[src/rtl/ct_spsram_1024x59_ctrl.sv]
// Controller for a 1024x59 single-port SRAM: after reset or a flush it
// zero-fills the whole array, then arbitrates one write requester and one
// read requester onto the single SRAM port with 1-cycle read latency.
module ct_spsram_1024x59_ctrl #(
  parameter int unsigned DEPTH = 1024
) (
  input  logic        forever_cpuclk,
  input  logic        cpurst_b,
  input  logic        wr_req_vld,
  input  logic [9:0]  wr_req_addr,
  input  logic [58:0] wr_req_data,
  input  logic [58:0] wr_req_mask,
  output logic        wr_req_gnt,
  input  logic        rd_req_vld,
  input  logic [9:0]  rd_req_addr,
  output logic        rd_req_gnt,
  output logic        rd_data_vld,
  output logic [58:0] rd_data,
  input  logic        flush_req,
  output logic        init_done,
  output logic [9:0]  sram_a,
  output logic        sram_cen,
  output logic [58:0] sram_d,
  output logic        sram_gwen,
  output logic [58:0] sram_wen,
  input  logic [58:0] sram_q
);

  localparam logic [9:0] LAST_ADDR = 10'(DEPTH - 1);

  typedef enum logic {
    INIT,
    RUN
  } state_t;

  state_t      state_q;
  logic [9:0]  init_cnt_q;
  logic        last_gnt_q;    // 0 = write granted last, 1 = read granted last
  logic        rd_vld_q;
  logic        init_done_q;

  logic        in_init;
  logic        arb_en;

  // Arbitration: grants are combinational and suppressed during reset,
  // during the sweep and in the cycle a flush is accepted.
  always_comb begin
    in_init    = cpurst_b && (state_q == INIT);
    arb_en     = cpurst_b && (state_q == RUN) && !flush_req;
    wr_req_gnt = arb_en && wr_req_vld && (!rd_req_vld || last_gnt_q);
    rd_req_gnt = arb_en && rd_req_vld && (!wr_req_vld || !last_gnt_q);
  end

  // SRAM port mux: sweep write, granted write, granted read, or idle.
  always_comb begin
    sram_cen  = 1'b1;
    sram_gwen = 1'b1;
    sram_wen  = '1;
    sram_a    = '0;
    sram_d    = '0;
    if (in_init) begin
      sram_cen  = 1'b0;
      sram_gwen = 1'b0;
      sram_wen  = '0;
      sram_a    = init_cnt_q;
    end else if (wr_req_gnt) begin
      sram_cen  = 1'b0;
      sram_gwen = 1'b0;
      sram_wen  = ~wr_req_mask;
      sram_a    = wr_req_addr;
      sram_d    = wr_req_data;
    end else if (rd_req_gnt) begin
      sram_cen  = 1'b0;
      sram_a    = rd_req_addr;
    end
  end

  // Status outputs are forced inactive for as long as reset is held.
  always_comb begin
    rd_data_vld = rd_vld_q && cpurst_b;
    rd_data     = rd_data_vld ? sram_q : '0;
    init_done   = init_done_q && cpurst_b;
  end

  // FSM, sweep counter, round-robin history and read-valid pipeline.
  always_ff @(posedge forever_cpuclk) begin
    if (!cpurst_b) begin
      state_q     <= INIT;
      init_cnt_q  <= '0;
      last_gnt_q  <= 1'b1;
      rd_vld_q    <= 1'b0;
      init_done_q <= 1'b0;
    end else begin
      rd_vld_q <= rd_req_gnt;
      if (wr_req_gnt) begin
        last_gnt_q <= 1'b0;
      end else if (rd_req_gnt) begin
        last_gnt_q <= 1'b1;
      end
      case (state_q)
        INIT: begin
          if (init_cnt_q == LAST_ADDR) begin
            init_cnt_q  <= '0;
            state_q     <= RUN;
            init_done_q <= 1'b1;
          end else begin
            init_cnt_q <= init_cnt_q + 10'd1;
          end
        end
        RUN: begin
          if (flush_req) begin
            state_q     <= INIT;
            init_cnt_q  <= '0;
            init_done_q <= 1'b0;
          end
        end
        default: begin
          state_q <= INIT;
        end
      endcase
    end
  end

endmodule

[config.mk]
export PLATFORM = sky130hd
export DESIGN_NAME = ct_spsram_1024x59_ctrl
export DESIGN_NICKNAME = d
export VERILOG_FILES = /design/src/rtl/ct_spsram_1024x59_ctrl.sv
export SDC_FILE = /design/constraint.sdc
export NUM_CORES = 1
export LEC_CHECK = 0
export BUFFER_PORTS_ARGS = -buffer_cell sky130_fd_sc_hd__buf_2
export CORE_AREA = 2 2 153 155
export CTS_BUF_LIST = sky130_fd_sc_hd__clkbuf_16
export DETAILED_ROUTE_END_ITERATION = 7
export DIE_AREA = 0 0 155 157
export HOLD_SLACK_MARGIN = 0.08
export MAX_ROUTING_LAYER = met4
export PLACE_DENSITY_LB_ADDON = 0.2
export SYNTH_ARGS = -nofsm -noshare
export SYNTH_HDL_FRONTEND = slang
export SYNTH_SLANG_ARGS = --single-unit
[constraint.sdc]
create_clock -name forever_cpuclk -period 4 [get_ports forever_cpuclk]
set_input_delay 0.4 -clock forever_cpuclk [delete_from_list [all_inputs] [get_ports forever_cpuclk]]
set_output_delay 0.4 -clock forever_cpuclk [all_outputs]
set_load 0.02 [all_outputs]
==> results of run 1 <==
[path summary, 6_finish.rpt]
path	endpoint	start
min	rd_vld_q	rd_req_vld
min reg2reg	last_gnt_q	last_gnt_q
max reg2reg	last_gnt_q	state_q
max	sram_d[47]	state_q
[area by class of cell]
cell class	count	area share, %
antenna	4	0.230
clock buffer	3	1.73
inverter	9	0.777
multi-input combinational	257	35.7
sequential	14	6.45
tap	285	8.20
timing repair buffer	400	47.0
[stage by stage]
| stage | util [%] | std cells |
|---|---|---|
| after detailed placement | 18.9 | 965 |
| after global routing | 19.3 | 972 |
| after CTS | 19.3 | 968 |
| final | 19.3 | 972 |
| after floorplan | - | 321 |
| after global placement | 18.9 | 965 |
[per-layer routing]
| metal | track usage, % | part of all wire (%) | up-vias |
|---|---|---|---|
| li1 | - | - | 1858 |
| met1 | 10.3 | 37 | 1626 |
| met2 | 18.9 | 53 | 243 |
| met3 | 1.49 | 8.2 | 10 |
| met4 | 2.51 | 1.4 | 0 |
| met5 | - | 0 | - |
[state kept, by name, summed over array words and instances, names as in the netlist]
| register | cells |
|---|---|
| state_q | 1 |
| init_done_q | 1 |
| init_cnt_q | 10 |
| rd_vld_q | 1 |
| last_gnt_q | 1 |
[power by group through the flow]
stage / registers, W / clock network (W) / logic [W]
after detailed placement: 0.000150 / 0 / 0.000231
after global routing: 0.000148 / 0.000200 / 0.000250
after CTS: 0.000147 / 0.000193 / 0.000231
final: 0.000147 / 0.000187 / 0.000228
after floorplan: 0.000147 / 0 / 0.0000928
after global placement: 0.000150 / 0 / 0.000232
[logic make-up (layout without fill, tap and decap cells)]
family | after synthesis | count (layout)
and+or+nand+nor | 165 | 165
AOI/OAI and AO/OA | 90 | 90
buffers and inverters | 50 | 412
DFF | 14 | 14
adders and majority gates | 1 | 1
xor gates and xnor gates | 1 | 1
other | 0 | 4
[worst register-to-register path, delay by kind of cell (launching register included)]
family | cells | cell delay [ps]
flip-flops | 1 | 370
AND/OR/NAND/NOR | 4 | 1290
[cell usage in the layout (no fill, tap or decap), types with 2 or more instances in the layout]
| master | synthesis | routed |
|---|---|---|
| sky130_fd_sc_hd__a21oi_1 | 62 | 62 |
| sky130_fd_sc_hd__a221oi_2 | 2 | 2 |
| sky130_fd_sc_hd__a222oi_1 | 7 | 7 |
| sky130_fd_sc_hd__a31oi_1 | 2 | 2 |
| sky130_fd_sc_hd__and2_1 | 62 | 62 |
| sky130_fd_sc_hd__and3_1 | 63 | 62 |
| sky130_fd_sc_hd__buf_12 | 0 | 2 |
| sky130_fd_sc_hd__buf_2 | 14 | 394 |
| sky130_fd_sc_hd__buf_4 | 1 | 4 |
| sky130_fd_sc_hd__clkbuf_16 | 0 | 3 |
| sky130_fd_sc_hd__dfxtp_1 | 14 | 14 |
| sky130_fd_sc_hd__diode_2 | 0 | 4 |
| sky130_fd_sc_hd__inv_1 | 9 | 9 |
| sky130_fd_sc_hd__nand2_1 | 14 | 14 |
| sky130_fd_sc_hd__nand2b_1 | 3 | 3 |
| sky130_fd_sc_hd__nand3_1 | 5 | 5 |
| sky130_fd_sc_hd__nand4_1 | 3 | 3 |
| sky130_fd_sc_hd__nor2_1 | 6 | 6 |
| sky130_fd_sc_hd__o211ai_1 | 2 | 2 |
| sky130_fd_sc_hd__o21ai_0 | 8 | 8 |
| sky130_fd_sc_hd__or4_1 | 2 | 2 |
==> results.md, run 1 <==
Power and ir drop:
- The analysis attributes to net switching a power of 0.000181 W.
- Cell internal power was estimated by the tool at 0.000381 W.
- The overall power is 0.000562 W.
- The combinational share of power is 40.6%.
- The static leakage is 2.84 nW.
- The portion of total power attributed to sequential cells is 26.1%.
- Net switching is 32.2% of the power.
- The power share of the clock group is 33.3%.
- The power density of the placed cells is 129 nW/µm².
- The worst IR drop on VDD is 124 µV.

Yosys:
- The library cell with the largest summed area after synthesis is sky130_fd_sc_hd__and3_1.
- The share of synthesized area spent on multiplexers is 0%.
- After synthesis, the mean cell area works out to 6.38 µm².
- The share of the yosys chip area belonging to registers is 13.7%.
- The top-area cell type share of the netlist area is 19.2%.
- The mapped netlist covers 2050 µm².
- Counting flops with a built-in enable in the synthesized netlist gives 0.
- Ranked by instance count, the synthesized netlist is headed by sky130_fd_sc_hd__and3_1, sky130_fd_sc_hd__a21oi_1, sky130_fd_sc_hd__and2_1.
- After synthesis, the cell types taking the most area are sky130_fd_sc_hd__and3_1, sky130_fd_sc_hd__and2_1, sky130_fd_sc_hd__a21oi_1, sky130_fd_sc_hd__dfxtp_1, sky130_fd_sc_hd__clkbuf_1.
- The number of nets handed over by synthesis was 524.
- The share of synthesized registers carrying an async set or reset is 0%.
- Counting distinct cell types in the post-synthesis netlist gives 37.
- The arithmetic-cell share of the synthesized area counting full adders, half adders and majority gates is 0.611%.
- The post-synthesis simple-gate area fraction is 48.3%.
- After synthesis the netlist holds a flip-flop and latch count of 14.
- Counting every instance in the synthesized netlist gives 321.
- The post-synthesis compound-gate area fraction is 26.0%.
- The combinational family with the most area after synthesis is simple AND/OR/NAND/NOR gates.
- During synthesis, Yosys emitted a total of 0 warnings.
- Among all flip-flop cells after synthesis, the most frequent one is sky130_fd_sc_hd__dfxtp_1.
- The xor and xnor fraction of the mapped netlist area is 0.428%.
- sky130_fd_sc_hd__and3_1 is the most common cell in the netlist.

CTS:
- After clock tree synthesis, the setup repair step added 0 buffers.
- TritonCTS built the clock tree.
- The number of gates resized after CTS was 0.
- The clock slew at the register clock pins of the worst setup and hold paths is 40 ps.
- CTS built an H-tree with a depth of 1.
- Clock latency on the worst-skew pair, taken at its later pin, is 240 ps.
- The clock passes through at most 2 buffers.
- The count of hold buffers inserted by post-cts repair is 0.
- The root buffer cell is sky130_fd_sc_hd__clkbuf_16.
- Buffers inserted during clock tree synthesis total 3.
- Counting every sink on the clock net gives 14.

Drt:
- After the first detailed-routing iteration, the DRC count stood at 173.
- The count of vias placed by the detailed router is 3737.
- The first-pass detailed-route iteration total is 7.
- In this run the remaining antenna-violating nets after routing total 0.
- The wire length per cell after detailed routing is 13.8 µm.
- The aggregate routed wire length is 13500 µm.
- In the routed layout, each cell is associated on average with a via count of 3.84.
- For this run, design rule violations remaining after detail routing come to 0.

Timing:
- For this run, the top clock speed supported by timing is 366 MHz.
- Final hold analysis gives a worst-case slack of 419 ps.
- The worst path needs 2740 ps of the cycle, external delays included.
- The post-route clock skew is 2.52 ps.
- Setup slack on the critical path of the routed design comes to 1260 ps.
- Setup repair after global routing left no endpoint under its margin.
- In the final timing run, aggregate negative setup slack is 0 ps.
- The total count of max-transition violations in the final report is 0.
- The total count of hold-check failures in the final report is 0.
- Setup violations remaining at the end of the flow were counted as 0.
- In this run the tightest slew margin relative to its limit is 23.5%.
- At the pin with the least slew margin, the transition time is 1150 ps.
- The share of the clock period used by the worst path after layout is 68.4%.

Global route:
- The remaining global-route overflow is 0.
- The initial antenna violation count came to 4.
- The first global-routing pass estimated 18300 µm of wire.
- The largest net degree at the start of global routing is 66.
- The via count of the first global-routing pass is 3487.
- Global routing used 9.74% of the available tracks.

Setup path:
- The endpoint arrival time on the critical path is 2340 ps.
- The cell with the largest stage delay on the worst path is sky130_fd_sc_hd__and3_4.
- The worst-case register-to-register setup slack is 2210 ps.
- The logic depth of the worst setup path including buffers is 5.
- The type of element capturing the critical path is an output pin.
- The critical path class is reg -> out.
- STA classifies the critical path startpoint as a flip-flop.
- Walking the worst path, the cells encountered are and3b_1 -> and3_4 -> buf_12 -> and2_1 -> buf_2.
- The required arrival time at the worst endpoint is 3600 ps.
- The dominant delay contributor by cell family on the critical path is simple AND/OR/NAND/NOR gates.
- For the worst flop-to-flop path, the logic depth is 4.
- The count of buffering cells on the critical path with inverters included is 2.
- The highest fanout seen on the critical path is 55.
- In this design, the stage delay of the slowest critical-path cell is 560 ps.

Placement:
- The post-place instance area is 4260 µm².
- The worst slack after detailed placement is 1190 ps.
- The placed wire-length estimate after detailed placement is 11200 µm.
- At the end of routability-driven placement, the weighted congestion stood at 0.871.
- The number of buffers inserted by port buffering is 394.

Layout:
- The fraction of final layout cells with drive strength greater than 1 is 59.7%.
- The sequential cells in the finished layout cover a total of 280 µm².
- The finished cells cover 4350 µm².
- The layout net count is 888.
- Counting the fill cells in the layout gives 2587.
- From synthesis to final layout, the design area changed by 112%.
- In the final layout, the multi-input gates occupy 1550 µm².

Hold path:
- Along the worst hold path, the cell count comes to 2.
- The class of the worst hold path is in -> reg.

Die:
- 395 I/O pins were placed.
- The initial utilization of the core area, before any placement, comes to 9.10%.
- From left edge to right edge, the die measures 155 µm.
- The core region is 22500 µm².
- The die area is 24300 µm².
- In this run the vertical extent of the chip is 157 µm.
- The number of rows in the core area is 55.

Run:
- Max-cap violations in this run came to 0.

Run status:
- The run finished with clean final reports.
Note: power is estimated with default switching activity, not from simulation.
==> run 2, diff against run 1 <==
--- a/config.mk
+++ b/config.mk
@@ -5,11 +5,12 @@
 export SDC_FILE = /design/constraint.sdc
 export NUM_CORES = 1
 export LEC_CHECK = 0
+export ABC_AREA = 1
 export BUFFER_PORTS_ARGS = -buffer_cell sky130_fd_sc_hd__buf_2
-export CORE_AREA = 2 2 153 155
+export CORE_AREA = 2 2 155 157
 export CTS_BUF_LIST = sky130_fd_sc_hd__clkbuf_16
 export DETAILED_ROUTE_END_ITERATION = 7
-export DIE_AREA = 0 0 155 157
+export DIE_AREA = 0 0 157 159
 export HOLD_SLACK_MARGIN = 0.08
 export MAX_ROUTING_LAYER = met4
 export PLACE_DENSITY_LB_ADDON = 0.2
==> constraint.sdc (replaced) <==
create_clock -name forever_cpuclk -period 2.5 [get_ports forever_cpuclk]
set_input_delay 0.25 -clock forever_cpuclk [delete_from_list [all_inputs] [get_ports forever_cpuclk]]
set_output_delay 0.25 -clock forever_cpuclk [all_outputs]
set_load 0.02 [all_outputs]
==> run 2 against run 1 <==
Net effect: die area rose by 2.6%; worst setup slack got worse by 900 ps; cell count rose by 20%; clock skew rose by 4.3 ps; sequential power rose by 97%; largest power group unchanged.
==> results.md, run 2 <==
Run status:
- The run finished with clean final reports.

Global route:
- The global-route track usage on met1 is 12.0% (+1.7 points).
- The global-route track usage on met2 is 20.7% (+1.8 points).
- The via count of the first global-routing pass was 3738 (+7.2%).
- The global routing stage identified its most utilized layer as met2.
- The met3 global-route usage was 1.06% (-0.43 points).
- The combined global-route utilization of all metal layers is 10.8% (+1.0 points).
- The largest net degree at the start of global routing was 73 (+11%).
- The wire length of the first global-routing pass is 20400 µm (+12%).
- The initial antenna violation count is 2 (-2).
- The remaining global-route overflow is 0 (unchanged).

Layout:
- The most common library cell in the layout ignoring fill and taps is sky130_fd_sc_hd__buf_2.
- The cell area after layout is 4610 µm² (+6.0%).
- The fraction of final layout cells with drive strength greater than 1 came to 48.5% (-11 points).
- The area growth from synthesis to layout is 115%.
- The library cells used most frequently in the layout, excluding fill and tap cells, are sky130_fd_sc_hd__buf_2, sky130_fd_sc_hd__inv_1, sky130_fd_sc_hd__nor2_1.
- The top register by number of flip-flops is init_cnt_q.
- The post-route non-filler standard cell count is 1170 (+20%).
- The layout net count is 1053 (+19%).
- The flip-flop count of the largest register, all copies and words added is 10 (unchanged).

Yosys:
- The share of the yosys chip area belonging to registers was 13.1% (-0.62 points).
- The share of synthesized registers carrying an async set or reset is 0% (unchanged).
- The post-synthesis cell area was 2150 µm² (+4.8%).
- The count of unique library cells instantiated by Yosys is 18 (-51%).
- The number of nets in the synthesized netlist is 672 (+28%).
- The number of enable flip-flop cells after synthesis is 0 (unchanged).
- The library cell with the largest summed area after synthesis is sky130_fd_sc_hd__inv_1.
- The most common cell in the netlist is sky130_fd_sc_hd__inv_1.
- The number of synthesized register bits is 14 (unchanged).
- Counting instances in the post-synthesis netlist gives the leading cell types as sky130_fd_sc_hd__inv_1, sky130_fd_sc_hd__nor2_1, sky130_fd_sc_hd__nand2_1.
- The post-synthesis average cell area is 4.58 µm² (-28%).
- The top-area cell type share of the netlist area is 23.8% (+4.5 points).
- The synthesis warning total is 0 (unchanged).
- Ranked by total cell area, the synthesized netlist is headed by sky130_fd_sc_hd__inv_1, sky130_fd_sc_hd__nor2_1, sky130_fd_sc_hd__a21oi_1, sky130_fd_sc_hd__dfxtp_1, sky130_fd_sc_hd__nand2_1.
- The most used flip-flop cell after synthesis is sky130_fd_sc_hd__dfxtp_1.
- The cell count after synthesis came to 469 (+46%).

Drt:
- The remaining antenna violation count after routing is 0 (unchanged).
- The via density per instance was 3.41 (-11%).
- The first-pass detailed-route iteration total is 4 (-3).
- The count of routing violations after the opening detailed-route iteration is 208 (+20%).
- The wire length per cell after detailed routing came to 12.3 µm (-11%).
- The count of vias placed by the detailed router is 3994 (+6.9%).
- The aggregate routed wire length came to 14400 µm (+6.9%).
- The number of remaining DRC errors is 0 (unchanged).

Timing:
- The shortest period the worst path allows is 2130 ps.
- Setup repair after global routing left no endpoint under its margin.
- The final hold slack was 270 ps (-149 ps).
- Derived from the worst setup path, the maximum achievable clock frequency is 469 MHz.
- The final-report setup violation count is 0 (unchanged).
- The post-route clock skew is 6.83 ps (+4.31 ps).
- The slew of the pin with the lowest slew margin was 536 ps (-611 ps).
- The share of the clock period used by the worst path after layout is 85.3%.
- The accumulated negative setup slack came to 0 ps (unchanged).
- The smallest setup slack after layout came to 367 ps (-898 ps).
- The total count of hold-check failures in the final report came to 0 (unchanged).
- The relative max-transition margin was 64.3% (+41 points).
- The total count of max-transition violations in the final report is 0 (unchanged).

Setup path:
- The startpoint of the worst-slack reg-to-reg timing path is init_cnt_q[0].
- The worst-case register-to-register setup slack is 900 ps (-1310 ps).
- The required arrival time at the worst endpoint is 2250 ps (-1350 ps).
- The terminus of the critical flop-to-flop path is init_cnt_q[3].
- The length in cells of the worst reg-to-reg path is 8 (+4).
- STA classifies the critical path startpoint as a flip-flop.
- The endpoint arrival time on the critical path was 1880 ps (-460 ps).
- The critical path starts at state_q.
- The highest fanout seen on the critical path was 55 (unchanged).
- The worst setup path endpoint is sram_d[7].
- The setup path with the least slack is of type reg -> out.
- STA classifies the critical path endpoint as an output pin.

Die:
- The die area is 25000 µm² (+2.6%).
- The number of rows in the core area was 56 (+1.8%).
- The core region area is 23200 µm² (+3.1%).
- The I/O pin total is 395 (unchanged).
- The initial standard-cell utilization of the core is 9.25% (+0.15 points).
- The die extent in x was 157 µm (+1.3%).
- The vertical die dimension is 159 µm (+1.3%).

Placement:
- The number of buffers inserted by port buffering is 394 (unchanged).
- The number of cells after detailed placement came to 1164 (+21%).
- The last weighted congestion value of the routability-driven placer is 0.865 (-0.71%).
- The worst slack after detailed placement is 541 ps (-649 ps).
- The post-place instance area is 4520 µm² (+6.1%).
- The placed wire-length estimate after detailed placement was 12300 µm (+9.4%).

CTS:
- The post-cts gate resize count came to 0 (unchanged).
- The clock slew at the register clock pins of the worst setup and hold paths is 50 ps (about the same).
- TritonCTS built the clock tree.
- The clock sink count came to 14 (unchanged).
- The count of hold buffers inserted by post-cts repair was 0 (unchanged).
- The clock latency on the worst-skew pair came to 250 ps (about the same).
- The total clock buffers created by CTS is 3 (unchanged).
- The maximum clock path buffer count came to 2 (unchanged).
- The root buffer cell is sky130_fd_sc_hd__clkbuf_16.
- The setup fix buffers added after clock tree synthesis is 0 (unchanged).
- The H-tree depth is 1 (unchanged).

Power and ir drop:
- The static leakage is 3.29 nW (+16%).
- The power density of the placed cells is 239 nW/µm² (+85%).
- The worst IR drop on VDD came to 235 µV (+90%).

Hold path:
- The class of the worst hold path is in -> reg.

Run:
- The number of violations of the max-capacitance limit is 0 (unchanged).
run 2: changes by cell type after synthesis, sizes merged, moves of 12 or more:
cell,before,now
inv,9,137
nor2,6,129
and3,63,0
and2,62,0
nand2,14,67
nand3,5,17
run 2: cell type report:
cell class                 instances  area (µm²)
timing repair buffer             404        2080
inverter                         137         514
tap                              319         399
multi-input combinational        290        1250
sequential                        14         280
clock inverter                     1        3.75
clock buffer                       3        75.1
antenna                            2        5.00
fill                            2770       18600
run 2: cells by family after synthesis:
family,share of synthesized area [%]
and+or+nand+nor,39.4
AOI/OAI and AO/OA,16.9
DFF,13.1
adders and majority gates,0.583
xor gates and xnor gates,0.816
buffers and inverters,29.3
run 2: worst max-delay path: stages, from the launching register on:
cell                      delay, ps
sky130_fd_sc_hd__dfxtp_1        460
sky130_fd_sc_hd__nand3_2        220
sky130_fd_sc_hd__nor2_4         190
sky130_fd_sc_hd__inv_2           90
sky130_fd_sc_hd__buf_4          290
sky130_fd_sc_hd__nor2_1         170
sky130_fd_sc_hd__buf_2          180
run 2: power by group:
group          internal [W]  switching (W)
Combinational      0.000227       0.000272
Sequential         0.000253      0.0000359
Clock              0.000212       0.000101
Total              0.000692       0.000409
run 2: worst min path at each step:
stage                     start           to  slack [ps]  cells past startpoint
CTS                    cpurst_b   last_gnt_q         270                      2
detailed placement  init_done_q  init_done_q         450                      2
finish                 cpurst_b   last_gnt_q         270                      2
global placement    init_done_q  init_done_q         440                      2
floorplan              cpurst_b   last_gnt_q         320                      1
global route           cpurst_b   last_gnt_q         300                      2
run 2: per-layer routing:
| metal | part of all wire [%] | wire [µm] | vias up |
|---|---|---|---|
| met2 | 53 | 7620 | 181 |
| met3 | 6.8 | 977 | 14 |
| met1 | 39 | 5620 | 1692 |
| met5 | 0 | 0 | - |
| li1 | - | - | 2107 |
| met4 | 1.2 | 167 | 0 |
run 2: stage by stage:
step,total power (W),utilization (%)
finish,0.00110,19.9
global route,0.00118,19.9
CTS,0.00111,19.8
detailed placement,0.000794,19.5
global placement,0.000798,19.5
floorplan,0.000520,-
==> run 3, diff against run 2 <==
--- a/config.mk
+++ b/config.mk
@@ -7,10 +7,12 @@
 export LEC_CHECK = 0
 export ABC_AREA = 1
 export BUFFER_PORTS_ARGS = -buffer_cell sky130_fd_sc_hd__buf_2
-export CORE_AREA = 2 2 155 157
+export CELL_PAD_IN_SITES_DETAIL_PLACEMENT = 0
+export CELL_PAD_IN_SITES_GLOBAL_PLACEMENT = 1
+export CORE_AREA = 2 2 154 156
 export CTS_BUF_LIST = sky130_fd_sc_hd__clkbuf_16
 export DETAILED_ROUTE_END_ITERATION = 7
-export DIE_AREA = 0 0 157 159
+export DIE_AREA = 0 0 156 158
 export HOLD_SLACK_MARGIN = 0.08
 export MAX_ROUTING_LAYER = met4
 export PLACE_DENSITY_LB_ADDON = 0.2
==> run 3 against run 2 <==
Net effect: first-iteration DRC count increased by 2.4%; clock skew decreased by 4.0 ps; sequential share of layout area increased by 0.12 points; clock power decreased by 4%; power decreased by 1.8%; fmax decreased by 4.6%; critical path depth decreased by 1; register-to-register slack got worse by 80 ps; critical path type unchanged.
==> results.md, run 3 (same netlist as run 2, synthesis figures left out) <==
Timing:
- The slew of the pin with the lowest slew margin is 1000 ps (+469 ps).
- The share of the clock period used by the worst path after layout is 89.5% (+4.1 points).
- The accumulated negative setup slack was 0 ps (unchanged).
- The post-route clock skew was 2.83 ps (-4.00 ps).
- The smallest setup slack after layout is 263 ps (-103 ps).
- The final-report setup violation count is 0 (unchanged).
- The relative max-transition margin is 33.0% (-31 points).
- The total count of max-transition violations in the final report was 0 (unchanged).
- The shortest period the worst path allows was 2240 ps (+103 ps).
- The maximum clock frequency is 447 MHz (-4.6%).
- Setup repair after global routing left no endpoint under its margin.
- The total count of hold-check failures in the final report came to 0 (unchanged).

Setup path:
- The required arrival time at the worst endpoint is 2250 ps (about the same).
- The type of element capturing the critical path is an output pin.
- The endpoint arrival time on the critical path is 1990 ps (+110 ps).
- The logic depth of the worst setup path including buffers came to 5 (-1).
- The largest stage delay on the critical path was 700 ps (+240 ps).
- Walking the worst path, the cells encountered are o21ai_0 -> nor2_4 -> inv_2 -> nor2_1 -> buf_2.
- The critical path class is reg -> out.
- The dominant delay contributor by cell family on the critical path is buffers and inverters.
- The cell with the largest stage delay on the worst path is sky130_fd_sc_hd__inv_2.
- The count of buffering cells on the critical path with inverters included came to 2 (-1).
- The length in cells of the worst reg-to-reg path is 5 (-3).
- The kind of start point of the critical path is a flip-flop.
- The highest fanout seen on the critical path is 60 (+9.1%).
- The worst-case register-to-register setup slack was 820 ps (-80 ps).

Die:
- The die extent in x is 156 µm (-0.64%).
- The die area is 24600 µm² (-1.3%).
- The I/O pin total came to 395 (unchanged).
- The core region area is 23100 µm² (-0.60%).
- The number of rows in the core area is 56 (unchanged).
- The vertical die dimension is 158 µm (-0.63%).
- The initial standard-cell utilization of the core came to 9.31% (+0.056 points).

Hold path:
- In this run the worst hold path is classified as in -> reg.
- The hold-critical path depth is 2 (unchanged).

Drt:
- The via density per instance is 3.38 (-0.94%).
- The remaining antenna violation count after routing came to 0 (unchanged).
- The first-pass detailed-route iteration total came to 5 (+1).
- The wire length per cell after detailed routing is 12.6 µm (+2.1%).
- The number of remaining DRC errors came to 0 (unchanged).
- The count of vias placed by the detailed router came to 3838 (-3.9%).
- The aggregate routed wire length was 14200 µm (-0.95%).
- The count of routing violations after the opening detailed-route iteration is 213 (+2.4%).

CTS:
- The clock sink count was 14 (unchanged).
- The clock slew at the register clock pins of the worst setup and hold paths came to 50 ps (about the same).
- The TritonCTS clock tree is built.
- The total clock buffers created by CTS is 3 (unchanged).
- The tree is rooted in a sky130_fd_sc_hd__clkbuf_16.
- The H-tree depth was 1 (unchanged).
- The maximum clock path buffer count came to 2 (unchanged).
- The clock latency on the worst-skew pair was 240 ps (about the same).

Placement:
- The last weighted congestion value of the routability-driven placer was 0.708 (-18%).
- The worst slack after detailed placement is 423 ps (-118 ps).
- The number of buffers inserted by port buffering was 394 (unchanged).
- The placed wire-length estimate after detailed placement is 12000 µm (-2.4%).
- The post-place instance area is 4430 µm² (-2.0%).

Global route:
- The combined global-route utilization of all metal layers is 10.3% (-0.43 points).
- The largest net degree at the start of global routing is 73 (unchanged).
- The via count of the first global-routing pass is 3570 (-4.5%).
- The initial antenna violation count came to 0 (-2).
- The wire length of the first global-routing pass was 19700 µm (-3.4%).
- The remaining global-route overflow came to 0 (unchanged).

Power and ir drop:
- The power density of the placed cells was 239 nW/µm² (+0.19%).
- The overall power is 0.00108 W (-1.8%).
- The static leakage came to 3.26 nW (-0.82%).
- The worst IR drop on VDD is 234 µV (-0.51%).

Layout:
- The fraction of final layout cells with drive strength greater than 1 is 48.3% (-0.24 points).
- The number of fill cells in the layout was 2758 (-0.43%).
- The layout net count is 1049 (-0.38%).
- The flip-flop count of the largest register, all copies and words added is 10 (unchanged).
- The layout overhead on the synthesized area is 110%.
- The top register by number of flip-flops is init_cnt_q.
- The number of inserted diodes came to 0 (-2).
- In the layout the commonest cells are sky130_fd_sc_hd__buf_2, sky130_fd_sc_hd__inv_1, sky130_fd_sc_hd__nor2_1.
- The most common library cell in the layout ignoring fill and taps is sky130_fd_sc_hd__buf_2.
- The cell area after layout is 4520 µm² (-2.0%).

Run status:
- The run finished with clean final reports.

Run:
- The number of violations of the max-capacitance limit is 0 (unchanged).
[run 3: changes by cell type in the layout (fill, tap and decap cells not counted)]
cell / before / now
sky130_fd_sc_hd__buf_4: 7 / 4
sky130_fd_sc_hd__diode_2: 2 / 0
sky130_fd_sc_hd__buf_12: 3 / 1
sky130_fd_sc_hd__buf_6: 0 / 1
[run 3: final cells by class]
type	count	area (µm²)	share of cell area, %
Clock buffer	3	75.1	1.66
Clock inverter	1	3.75	0.0831
Inverter	137	514	11.4
Multi-Input combinational cell	290	1250	27.6
Sequential cell	14	280	6.21
Tap cell	290	363	8.04
Timing Repair Buffer	400	2030	45.0
[run 3: path summary, 6_finish.rpt]
check	startpoint	endpoint
worst max-delay path	last_gnt_q	sram_d[7]
worst min-delay path	cpurst_b	last_gnt_q
worst max register to register	last_gnt_q	last_gnt_q
worst min register to register	init_done_q	init_done_q
[run 3: report_power, final]
part           internal (W)  leakage [nW]  switching [W]
logic              0.000223          3.11       0.000269
clock network      0.000211        0.0385      0.0000894
registers          0.000253         0.114      0.0000348
[run 3: stage by stage]
step                util (%)  hold slack (ps)  cells
finish                  19.6              275   1135
global placement        19.2              443   1131
global route            19.6              280   1135
CTS                     19.6              275   1135
detailed placement      19.2              446   1131
floorplan                  -              319    469
[run 3: routing by layer]
layer / track usage (%) / vias up / routed length (µm)
met4: 1.00 / 0 / 83
met1: 11.5 / 1570 / 5610
li1: - / 2095 / -
met3: 1.18 / 6 / 865
met2: 20.4 / 167 / 7690
met5: - / - / 0
[run 3: repair_timing]
item	CTS	global route
setup buffers	0	0
endpoints found under the setup margin	0	6
hold buffers	0	0
gates resized for setup	0	1
